## src/rtl/sd_cmd_master.sv

```systemverilog
// sd_cmd_master: issues one SD command through the controller's byte-wide
// register port, polls the command ISR, fetches response word 0, clears the
// ISR and reports the result to the requester.
`timescale 1ns/1ps
module sd_cmd_master #(
    parameter int         CMD_W     = 14,
    parameter int         ISR_W     = 5,
    parameter int         HOLDOFF   = 16,
    parameter int         POLL_MAX  = 65535,
    parameter logic [6:0] A_ARG     = 7'h00,
    parameter logic [6:0] A_CMD     = 7'h04,
    parameter logic [6:0] A_RESP0   = 7'h08,
    parameter logic [6:0] A_CMD_ISR = 7'h34
) (
    input  logic               clk,
    input  logic               rst,
    input  logic               req_valid,
    output logic               req_ready,
    input  logic [CMD_W-1:0]   req_cmd,
    input  logic [31:0]        req_arg,
    output logic               done_valid,
    output logic [ISR_W:0]     done_status,
    output logic [31:0]        done_resp,
    output logic               bus_we,
    output logic [6:0]         bus_addr,
    output logic [7:0]         bus_wdata,
    input  logic [7:0]         bus_rdata
);

    // One counter serves the byte sequencing, the holdoff and the poll budget.
    localparam int CNT_MAX = (POLL_MAX > HOLDOFF) ? ((POLL_MAX > 4) ? POLL_MAX : 4)
                                                  : ((HOLDOFF > 4) ? HOLDOFF : 4);
    localparam int CW = $clog2(CNT_MAX + 1);
    localparam logic [CW-1:0] CNT_ONE   = CW'(1);
    localparam logic [CW-1:0] CNT_THREE = CW'(3);
    localparam logic [CW-1:0] HOLD_LAST = CW'((HOLDOFF > 0) ? HOLDOFF - 1 : 0);
    localparam logic [CW-1:0] POLL_LAST = CW'((POLL_MAX > 0) ? POLL_MAX - 1 : 0);

    typedef enum logic [2:0] {
        S_IDLE, S_WR_CMD, S_WR_ARG, S_HOLD, S_POLL, S_RD_RESP, S_CLR, S_DONE
    } state_t;

    state_t             state_q, state_d;
    logic [CW-1:0]      cnt_q, cnt_d;
    logic [CMD_W-1:0]   cmd_q, cmd_d;
    logic [31:0]        arg_q, arg_d;
    logic [ISR_W-1:0]   isr_q, isr_d;
    logic               tmo_q, tmo_d;
    logic [31:0]        resp_q, resp_d;
    logic               req_ready_q, req_ready_d;
    logic               done_valid_q, done_valid_d;
    logic [ISR_W:0]     done_status_q, done_status_d;
    logic [31:0]        done_resp_q, done_resp_d;
    logic               bus_we_q, bus_we_d;
    logic [6:0]         bus_addr_q, bus_addr_d;
    logic [7:0]         bus_wdata_q, bus_wdata_d;
    logic [15:0]        cmd_ext_s;
    logic [1:0]         arg_sel_s;

    function automatic logic [7:0] byte_of(input logic [31:0] w, input logic [1:0] sel);
        logic [7:0] b;
        case (sel)
            2'd0:    b = w[7:0];
            2'd1:    b = w[15:8];
            2'd2:    b = w[23:16];
            2'd3:    b = w[31:24];
            default: b = 8'h00;
        endcase
        return b;
    endfunction

    // Next-state, counters, captured ISR/response and requester-side outputs.
    always_comb begin
        state_d       = state_q;
        cnt_d         = cnt_q;
        cmd_d         = cmd_q;
        arg_d         = arg_q;
        isr_d         = isr_q;
        tmo_d         = tmo_q;
        resp_d        = resp_q;
        req_ready_d   = 1'b0;
        done_valid_d  = 1'b0;
        done_status_d = done_status_q;
        done_resp_d   = done_resp_q;
        case (state_q)
            S_IDLE: begin
                if (req_valid && req_ready_q) begin
                    cmd_d   = req_cmd;
                    arg_d   = req_arg;
                    isr_d   = '0;
                    tmo_d   = 1'b0;
                    resp_d  = 32'h0000_0000;
                    cnt_d   = '0;
                    state_d = S_WR_CMD;
                end else begin
                    req_ready_d = 1'b1;
                end
            end
            S_WR_CMD: begin
                if (cnt_q == CNT_ONE) begin
                    cnt_d   = '0;
                    state_d = S_WR_ARG;
                end else begin
                    cnt_d = cnt_q + CNT_ONE;
                end
            end
            S_WR_ARG: begin
                if (cnt_q == CNT_THREE) begin
                    cnt_d   = '0;
                    state_d = (HOLDOFF == 0) ? S_POLL : S_HOLD;
                end else begin
                    cnt_d = cnt_q + CNT_ONE;
                end
            end
            S_HOLD: begin
                if (cnt_q == HOLD_LAST) begin
                    cnt_d   = '0;
                    state_d = S_POLL;
                end else begin
                    cnt_d = cnt_q + CNT_ONE;
                end
            end
            S_POLL: begin
                if (bus_rdata[1:0] != 2'b00) begin
                    isr_d   = bus_rdata[ISR_W-1:0];
                    cnt_d   = '0;
                    state_d = S_RD_RESP;
                end else if (cnt_q == POLL_LAST) begin
                    tmo_d   = 1'b1;
                    isr_d   = '0;
                    cnt_d   = '0;
                    state_d = S_CLR;
                end else begin
                    cnt_d = cnt_q + CNT_ONE;
                end
            end
            S_RD_RESP: begin
                case (cnt_q[1:0])
                    2'd0:    resp_d[7:0]   = bus_rdata;
                    2'd1:    resp_d[15:8]  = bus_rdata;
                    2'd2:    resp_d[23:16] = bus_rdata;
                    2'd3:    resp_d[31:24] = bus_rdata;
                    default: resp_d        = resp_q;
                endcase
                if (cnt_q == CNT_THREE) begin
                    cnt_d   = '0;
                    state_d = S_CLR;
                end else begin
                    cnt_d = cnt_q + CNT_ONE;
                end
            end
            S_CLR: begin
                state_d       = S_DONE;
                done_valid_d  = 1'b1;
                done_status_d = {tmo_q, isr_q};
                done_resp_d   = resp_q;
            end
            S_DONE: begin
                state_d     = S_IDLE;
                req_ready_d = 1'b1;
            end
            default: begin
                state_d     = S_IDLE;
                req_ready_d = 1'b1;
            end
        endcase
    end

    // Bus drive for the cycle about to start, decoded from the next state.
    always_comb begin
        bus_we_d    = 1'b0;
        bus_addr_d  = 7'h00;
        bus_wdata_d = 8'h00;
        cmd_ext_s   = 16'(cmd_d);
        arg_sel_s   = 2'd0;
        case (state_d)
            S_WR_CMD: begin
                bus_we_d = 1'b1;
                if (cnt_d == '0) begin
                    bus_addr_d  = A_CMD + 7'd1;
                    bus_wdata_d = cmd_ext_s[15:8];
                end else begin
                    bus_addr_d  = A_CMD;
                    bus_wdata_d = cmd_ext_s[7:0];
                end
            end
            S_WR_ARG: begin
                // Byte 0 goes last: writing it fires cmd_start.
                arg_sel_s   = 2'd3 - cnt_d[1:0];
                bus_we_d    = 1'b1;
                bus_addr_d  = A_ARG + {5'd0, arg_sel_s};
                bus_wdata_d = byte_of(arg_d, arg_sel_s);
            end
            S_POLL: begin
                bus_addr_d = A_CMD_ISR;
            end
            S_RD_RESP: begin
                bus_addr_d = A_RESP0 + {5'd0, cnt_d[1:0]};
            end
            S_CLR: begin
                bus_we_d   = 1'b1;
                bus_addr_d = A_CMD_ISR;
            end
            default: begin
                bus_we_d = 1'b0;
            end
        endcase
    end

    // State, working registers and registered outputs; reset aborts at once.
    always_ff @(posedge clk or posedge rst) begin
        if (rst) begin
            state_q       <= S_IDLE;
            cnt_q         <= '0;
            cmd_q         <= '0;
            arg_q         <= 32'h0000_0000;
            isr_q         <= '0;
            tmo_q         <= 1'b0;
            resp_q        <= 32'h0000_0000;
            req_ready_q   <= 1'b1;
            done_valid_q  <= 1'b0;
            done_status_q <= '0;
            done_resp_q   <= 32'h0000_0000;
            bus_we_q      <= 1'b0;
            bus_addr_q    <= 7'h00;
            bus_wdata_q   <= 8'h00;
        end else begin
            state_q       <= state_d;
            cnt_q         <= cnt_d;
            cmd_q         <= cmd_d;
            arg_q         <= arg_d;
            isr_q         <= isr_d;
            tmo_q         <= tmo_d;
            resp_q        <= resp_d;
            req_ready_q   <= req_ready_d;
            done_valid_q  <= done_valid_d;
            done_status_q <= done_status_d;
            done_resp_q   <= done_resp_d;
            bus_we_q      <= bus_we_d;
            bus_addr_q    <= bus_addr_d;
            bus_wdata_q   <= bus_wdata_d;
        end
    end

    assign req_ready   = req_ready_q;
    assign done_valid  = done_valid_q;
    assign done_status = done_status_q;
    assign done_resp   = done_resp_q;
    assign bus_we      = bus_we_q;
    assign bus_addr    = bus_addr_q;
    assign bus_wdata   = bus_wdata_q;

endmodule

```

## config.mk

```make
export PLATFORM = sky130hd
export DESIGN_NAME = sd_cmd_master
export DESIGN_NICKNAME = d
export VERILOG_FILES = /design/src/rtl/sd_cmd_master.sv
export SDC_FILE = /design/constraint.sdc
export NUM_CORES = 1
export LEC_CHECK = 0
export ABC_AREA = 1
export BUFFER_PORTS_ARGS = -buffer_cell sky130_fd_sc_hd__buf_2
export CORE_ASPECT_RATIO = 1.5
export CORE_MARGIN = 1.5
export CORE_UTILIZATION = 40
export CTS_BUF_LIST = sky130_fd_sc_hd__clkbuf_8
export CTS_CLUSTER_SIZE = 14
export DETAILED_ROUTE_END_ITERATION = 8
export HOLD_SLACK_MARGIN = 0.15
export SYNTH_ARGS = -nofsm -noshare
export SYNTH_HDL_FRONTEND = slang
export SYNTH_SLANG_ARGS = --single-unit
```

## constraint.sdc

```tcl
create_clock -name clk -period 10.65 [get_ports clk]
set_input_delay 1.5975 -clock clk [delete_from_list [all_inputs] [get_ports clk]]
set_output_delay 1.5975 -clock clk [all_outputs]
set_load 0.03 [all_outputs]
```

=== Word-level counts from Yosys, hierarchy flattened ===
Index checks and enable logic that the tools add are counted.

* Add/sub/neg operators: 3
* Multipliers: 0
* Div/mod/pow operators: 0
* Order comparisons: 0
* Equal/unequal tests: 30
* Shift-type cells: 0
* Mux-type cells: 42
* Bitwise logic cells: 0
* Reduce and logical (&&, ||, !) cells: 17

{| class="wikitable"
|+ Operators with widths
! operator !! number
|-
| $mux W16 || 6
|-
| $mux W32 || 3
|-
| $pmux W16 S5 || 1
|-
| $pmux W32 S2 || 1
|-
| $mux W8 || 5
|-
| $pmux W8 S4 || 1
|-
| $mux W14 || 2
|-
| $pmux W3 S8 || 1
|-
| $pmux W6 S4 || 1
|-
| $eq A3 B3 Y1 const B || 7
|-
| $mux W3 || 7
|-
| $add A16 B1 Y16 const B || 1
|-
| $eq A16 B1 Y1 const B || 1
|-
| $eq A16 B16 Y1 const B || 1
|-
| $eq A16 B2 Y1 const B || 1
|-
| $eq A16 B4 Y1 const B || 1
|-
| $logic_not A16 Y1 || 1
|-
| $pmux W8 S2 || 1
|-
| $mux W5 || 3
|-
| $reduce_and A3 Y1 || 5
|-
| $pmux W5 S2 || 1
|-
| $eq A3 B2 Y1 const B || 3
|-
| $eq A2 B2 Y1 const B || 4
|-
| $ne A2 B1 Y1 const B || 4
|-
| 15 further kinds || 30
|}

* Register bits: 159
* Latch bits: 0
* RAM bits: 0
* Bits in read-only memories: 0
* Input bits: 57
* Output and inout port bits: 56
* Word-level logic and storage cells: 109
* Memories: 0

=== Depth between registers and ports, before layout ===
* Depth in word-level cells: 8
* Mapped depth: 18
* Gate-level depth less buffers: 18

=== Worst setup path before layout ===
OpenSTA, ideal clock, no wires.

* Path type: in2reg
* Start point: input port bus_rdata[1]
* End point: register bus_wdata_q[0], in the netlist bus_wdata[0]
* Setup time: 117 ps
* Arrival time: 2853 ps
* Data required time: 10533 ps
* Slack: 7680 ps
* Stages on the path: 16
* Path buffers: 0
* Cells stage by stage: inv_1 nand2_1 nor2_1 o21ai_2 nand2_2 inv_2 nand2_1 nand2_1 o21ai_2 inv_2 nand2_1 nor2_4 nand3_4 nand2_1 nand3_1 nand2_1

* Cells in the longest elaborated chain, start to end: 7
* Elaborated cells between the ends (all ways): 16
* Those cells by class: 1 x add/sub; 5 x eq/ne; 7 x mux; 3 x reduce/logical

{| class="wikitable"
|+ RTL lines
! element !! line !! source
|-
| start, declared || 27 || <nowiki>input logic [7:0] bus_rdata</nowiki>
|-
| $reduce_bool A2 Y1 (*) || 124 || <nowiki>if (bus_rdata[1:0] != 2'b00) begin</nowiki>
|-
| $mux W16 (*) || 124 ||
|-
| $pmux W16 S5 (*) || 85 || <nowiki>case (state_q)</nowiki>
|-
| named net cnt_d[1] || 44 || <nowiki>logic [CW-1:0] cnt_q, cnt_d;</nowiki>
|-
| $sub A2 B2 Y2 || 189 || <nowiki>arg_sel_s = 2'd3 - cnt_d[1:0];</nowiki>
|-
| $eq A2 B2 Y1, or another cell as far along || 62 || <nowiki>case (sel)</nowiki>
|-
| $pmux W8 S4 || 62 ||
|-
| $pmux W8 S2 (*) || 176 || <nowiki>case (state_d)</nowiki>
|-
| named net bus_wdata_d[0] || 56 || <nowiki>logic [7:0] bus_wdata_q, bus_wdata_d;</nowiki>
|-
| end signal, assigned || 241 || <nowiki>bus_wdata_q <= bus_wdata_d;</nowiki>
|-
| end, declared || 56 ||
|}

Mark *: on every way through the listed nets, which the timed path passes. The rest lies on a longest branch.
A chain may end at the register's enable or synchronous reset.

=== Final worst setup path ===
* Start point: input port req_valid
* End point: register bus_wdata_q[2], in the netlist bus_wdata[2]

* Cells in the longest elaborated chain, start to end: 7
* Elaborated cells between the ends (all ways): 20
* Those cells by class: 1 x add/sub; 5 x eq/ne; 11 x mux; 3 x reduce/logical

{| class="wikitable"
|+ RTL lines
! element !! line !! source
|-
| start, declared || 17 || <nowiki>input logic req_valid,</nowiki>
|-
| $logic_and A1 B1 Y1 (*) || 87 || <nowiki>if (req_valid && req_ready_q) begin</nowiki>
|-
| $mux W16 (*) || 87 ||
|-
| $pmux W16 S5 (*) || 85 ||
|-
| named net cnt_d[1] || 44 ||
|-
| $sub A2 B2 Y2 || 189 ||
|-
| $eq A2 B2 Y1, or another cell as far along || 62 ||
|-
| $pmux W8 S4 || 62 ||
|-
| $pmux W8 S2 (*) || 176 ||
|-
| named net bus_wdata_d[2] || 56 ||
|}

Marked as above.

==> results.py <==
metrics = {
    "outcome": {
        "outcome": "finished clean",
    },
    "floorplan": {
        "core.rowCount": 59,
        "ios": 113,
        "start_util": 0.4087,
        "die_width_um": 111.7,
        "core_um2": 17350,
        "die_h_um": 166.1,
        "floorplan.die_area_um2": 18550,
    },
    "sta": {
        "min_period_over_period": 0.3082,
        "fin_tns_setup_ns": 0,
        "finalWorstPathRequiredPeriod_ns": 3.282,
        "holdWs_ns": 0.4660,
        "timing.fmax_mhz": 304.7,
        "grt_setup_unrepaired": "no",
        "hold_viol_final": 0,
        "timing.final.setup_violations": 0,
        "relSlewSlack": 0.3033,
        "timing.clock.skew_ns": 0.01421,
        "finalMaxSlewViolations": 0,
        "actual_transition_at_the_worst_max_transition_pin_ns": 1.038,
    },
    "logic_synthesis": {
        "synth.area.mux_share": 0.001412,
        "ys_warn_count": 0,
        "post_synth_fa_ha_maj_area_fraction": 0.007060,
        "synth.net_count": 917,
        "dominant_combinational_cell_family_by_area_after_synthesis": "simple AND/OR/NAND/NOR gates",
        "ranking_of_synthesized_cells_by_area": "sky130_fd_sc_hd__dfrtp_1, sky130_fd_sc_hd__nand2_1, sky130_fd_sc_hd__o21ai_0",
        "ys_seq_elements": 157,
        "synthDominantCellAreaShare": 0.5507,
        "synth.cell_area_um2": 7089,
        "post_synth_num_cell_types": 38,
        "yosysSeqAreaShare": 0.5544,
        "synth.avg_cell_area_um2": 8.282,
        "synthesis.instances": 856,
        "area_fraction_in_compound_gates_after_synthesis": 0.09054,
        "post_synth_xor_area_fraction": 0.003706,
        "synthSimpleGateAreaFrac": 0.2774,
        "synth_area_leader_cell": "sky130_fd_sc_hd__dfrtp_1",
    },
    "power_and_ir_drop": {
        "p_sw_frac": 0.4119,
        "total_switching_power_mw": 0.7861,
        "finalPower_mw": 1.908,
        "leakagePower_nw": 4.331,
        "power_frac_clock": 0.224,
        "max-vdd-ir-drop_v": 0.0001573,
        "power.combinational.fraction": 0.367,
        "power_density_nw_per_um2": 232.9,
        "cell_internal_pwr_mw": 1.122,
        "seq_power_share": 0.409,
    },
    "layout": {
        "utilization": 0.4723,
        "area_growth_syn_to_layout_pct": 15.57,
        "mostFrequentLayoutCell": "sky130_fd_sc_hd__nand2_1",
        "num_antenna_cells": 0,
        "post_route_cells_drive_above_1_share": 0.2123,
        "final_cell_mix": "sky130_fd_sc_hd__nand2_1, sky130_fd_sc_hd__dfrtp_1, sky130_fd_sc_hd__buf_2",
        "filler_cell_count": 1743,
        "finalNetCount": 1023,
    },
    "global_routing": {
        "grt_max_degree": 81,
        "grt_first_pass_wirelength_mm": 28.28,
        "grt_overflow": 0,
        "grt_pass1_vias": 5509,
        "initial_antenna_violation_count": 0,
        "groute.usage.overall": 0.1930,
    },
    "clock_network": {
        "cts-resized-gates": 0,
        "clock_tree_from_tritoncts": "done",
        "clk-insertion-delay-late_ns": 0.46,
        "tritoncts_num_sinks": 157,
        "clock-root-buffer": "sky130_fd_sc_hd__clkbuf_8",
        "cts-root-to-sink-buffers": 2,
        "cts-hold-fix-buffers": 0,
        "cts_post_setup_buffers_inserted": 0,
        "htree_levels": 4,
        "tritoncts.num_buffers": 17,
        "cts.clk_slew.worst_paths_ns": 0.09,
    },
    "critical_path": {
        "cpPeakStageDelay_ns": 0.39,
        "cp_common_cell": "sky130_fd_sc_hd__nand2_1",
        "critPathKind": "input pin to flip-flop",
        "critical_path.cell_chain": "buf_2 > nand2_1 > nand2_1 > nand2_1 > inv_1 > o21ai_2 > nand2_1 > o2111ai_1 > nand2_1 > nand2_1",
        "critPathTopFamily": "simple AND/OR/NAND/NOR gates",
        "timing.critical_path.fanout_max": 13,
        "timing.critical_path.slowest_stage_cell": "sky130_fd_sc_hd__nand2_1",
        "total_buffers_and_inverters_traversed_by_the_critical_path": 2,
        "timing.critical_path.required_ns": 11.05,
        "critical_path_arrival_ns": 3.68,
        "timing.critical_path.to_type": "flip-flop",
        "start_kind": "input pin",
    },
    "route": {
        "via_count": 5713,
        "drt_drc": 0,
        "wirelength_mm": 16.93,
        "detail_route.wl_per_cell_um": 14.25,
        "drt_pre_antenna_iters": 5,
        "antenna_left": 0,
        "detail_route.vias_per_cell": 4.809,
        "initialDrtViolationCount": 349,
    },
    "placed_design": {
        "io_buffer_count": 111,
        "gp_congestion": 0.9249,
        "total_half_perimeter_wirelength_after_legalization_and_detailed_placement_mm": 12.20,
    },
    "hold_path": {
        "worstHoldPathType": "flip-flop to flip-flop",
    },
    "flow_run": {
        "drv.max_cap_violation_count": 0,
    },
}
==> metrics by stage <==
stage / cells / cell area, µm² / worst slack [ns]
floorplan: 856 / 7089 / 4.819
global placement: 1156 / 7823 / 6.967
detailed placement: 1156 / 7823 / 6.932
CTS: 1188 / 8193 / 7.422
global route: 1188 / 8193 / 7.224
finish: 1188 / 8193 / 7.368
==> path summary, 6_finish.rpt <==
path	end	start	cells past startpoint	slack, ns
hold reg to reg	done_resp[13]	done_resp[13]	2	0.47
setup / recovery	bus_wdata[2]	req_valid	10	7.37
setup reg to reg	bus_wdata[2]	cnt_q[0]	13	7.64
max in group asynchronous	done_resp[4]	rst	3	7.95
hold / removal	done_resp[13]	done_resp[13]	2	0.47
min in group asynchronous	arg_q[17]	rst	2	1.25
==> power groups by stage <==
stage          clock network (mW)  registers (mW)  logic [mW]
6_report                    0.427           0.781       0.700
5_1_grt                     0.462           0.794       0.799
4_1_cts                     0.439           0.781       0.710
3_5_place_dp                    0           0.790       0.708
3_3_place_gp                    0           0.791       0.703
2_1_floorplan                   0           0.813       0.494
==> cell families (layout without fill, tap and decap cells) <==
logic type,Yosys count,in the layout
fa+ha+maj,4,4
flops,157,157
other cells,1,1
buf+inv,116,235
compound gates,110,110
simple gates,464,464
mux,1,1
xor+xnor,3,3
==> state kept, by name, indices dropped and copies added, names as in the netlist <==
register and flops:
done_valid 1, cmd_q 14, state_q 3, cnt_q 16
done_status 6, tmo_q 1, req_ready 1, done_resp 32
arg_q 32, isr_q 5, bus_addr 5, bus_we 1
bus_wdata 8, resp_q 32
==> worst register-to-register path, stage by stage, from the launching register on <==
cell and delay, ns:
sky130_fd_sc_hd__dfrtp_1 0.48, sky130_fd_sc_hd__ha_1 0.28, sky130_fd_sc_hd__nand3_1 0.18, sky130_fd_sc_hd__nor2_1 0.14, sky130_fd_sc_hd__nand2_1 0.11, sky130_fd_sc_hd__nand2_2 0.10
sky130_fd_sc_hd__nand2_2 0.09, sky130_fd_sc_hd__nor2_4 0.37, sky130_fd_sc_hd__o21ai_2 0.20, sky130_fd_sc_hd__nor2_1 0.51, sky130_fd_sc_hd__nand2_1 0.11, sky130_fd_sc_hd__o2111ai_1 0.19
sky130_fd_sc_hd__nand2_1 0.09, sky130_fd_sc_hd__nand2_1 0.09
==> Yosys cell counts, drive strengths merged <==
library cell and n:
nand2 338, dfrtp 156, o21ai 89, inv 87, nor2 63, nand3 23, or2 22, clkbuf 20
nand4 13, buf 9, o2111ai 8, o22ai 5, a21oi 4, ha 4, nor3 3, xor2 3
o21bai 2, a21boi 1, conb 1, dfstp 1, mux2i 1, nand3b 1, nor4 1, o21a 1
==> metal layers <==
layer,up-vias,track usage,share of wire
li1,2895,-,-
met1,2657,0.2500,0.44
met2,136,0.3221,0.50
met3,25,0.03139,0.037
met4,0,0.07760,0.021
met5,-,0,0
==> layout make-up <==
cell class	instances	area (µm²)	share of cell area
flip-flops and latches	157	3930	0.4797
multi-input cells	583	2701	0.3297
repair buffers	116	593.1	0.07239
inverters	87	331.6	0.04047
well taps	213	266.5	0.03253
clock buffers	17	234.0	0.02856
clock inverters	15	136.4	0.01665
Note: power is estimated with default switching activity, not from simulation.
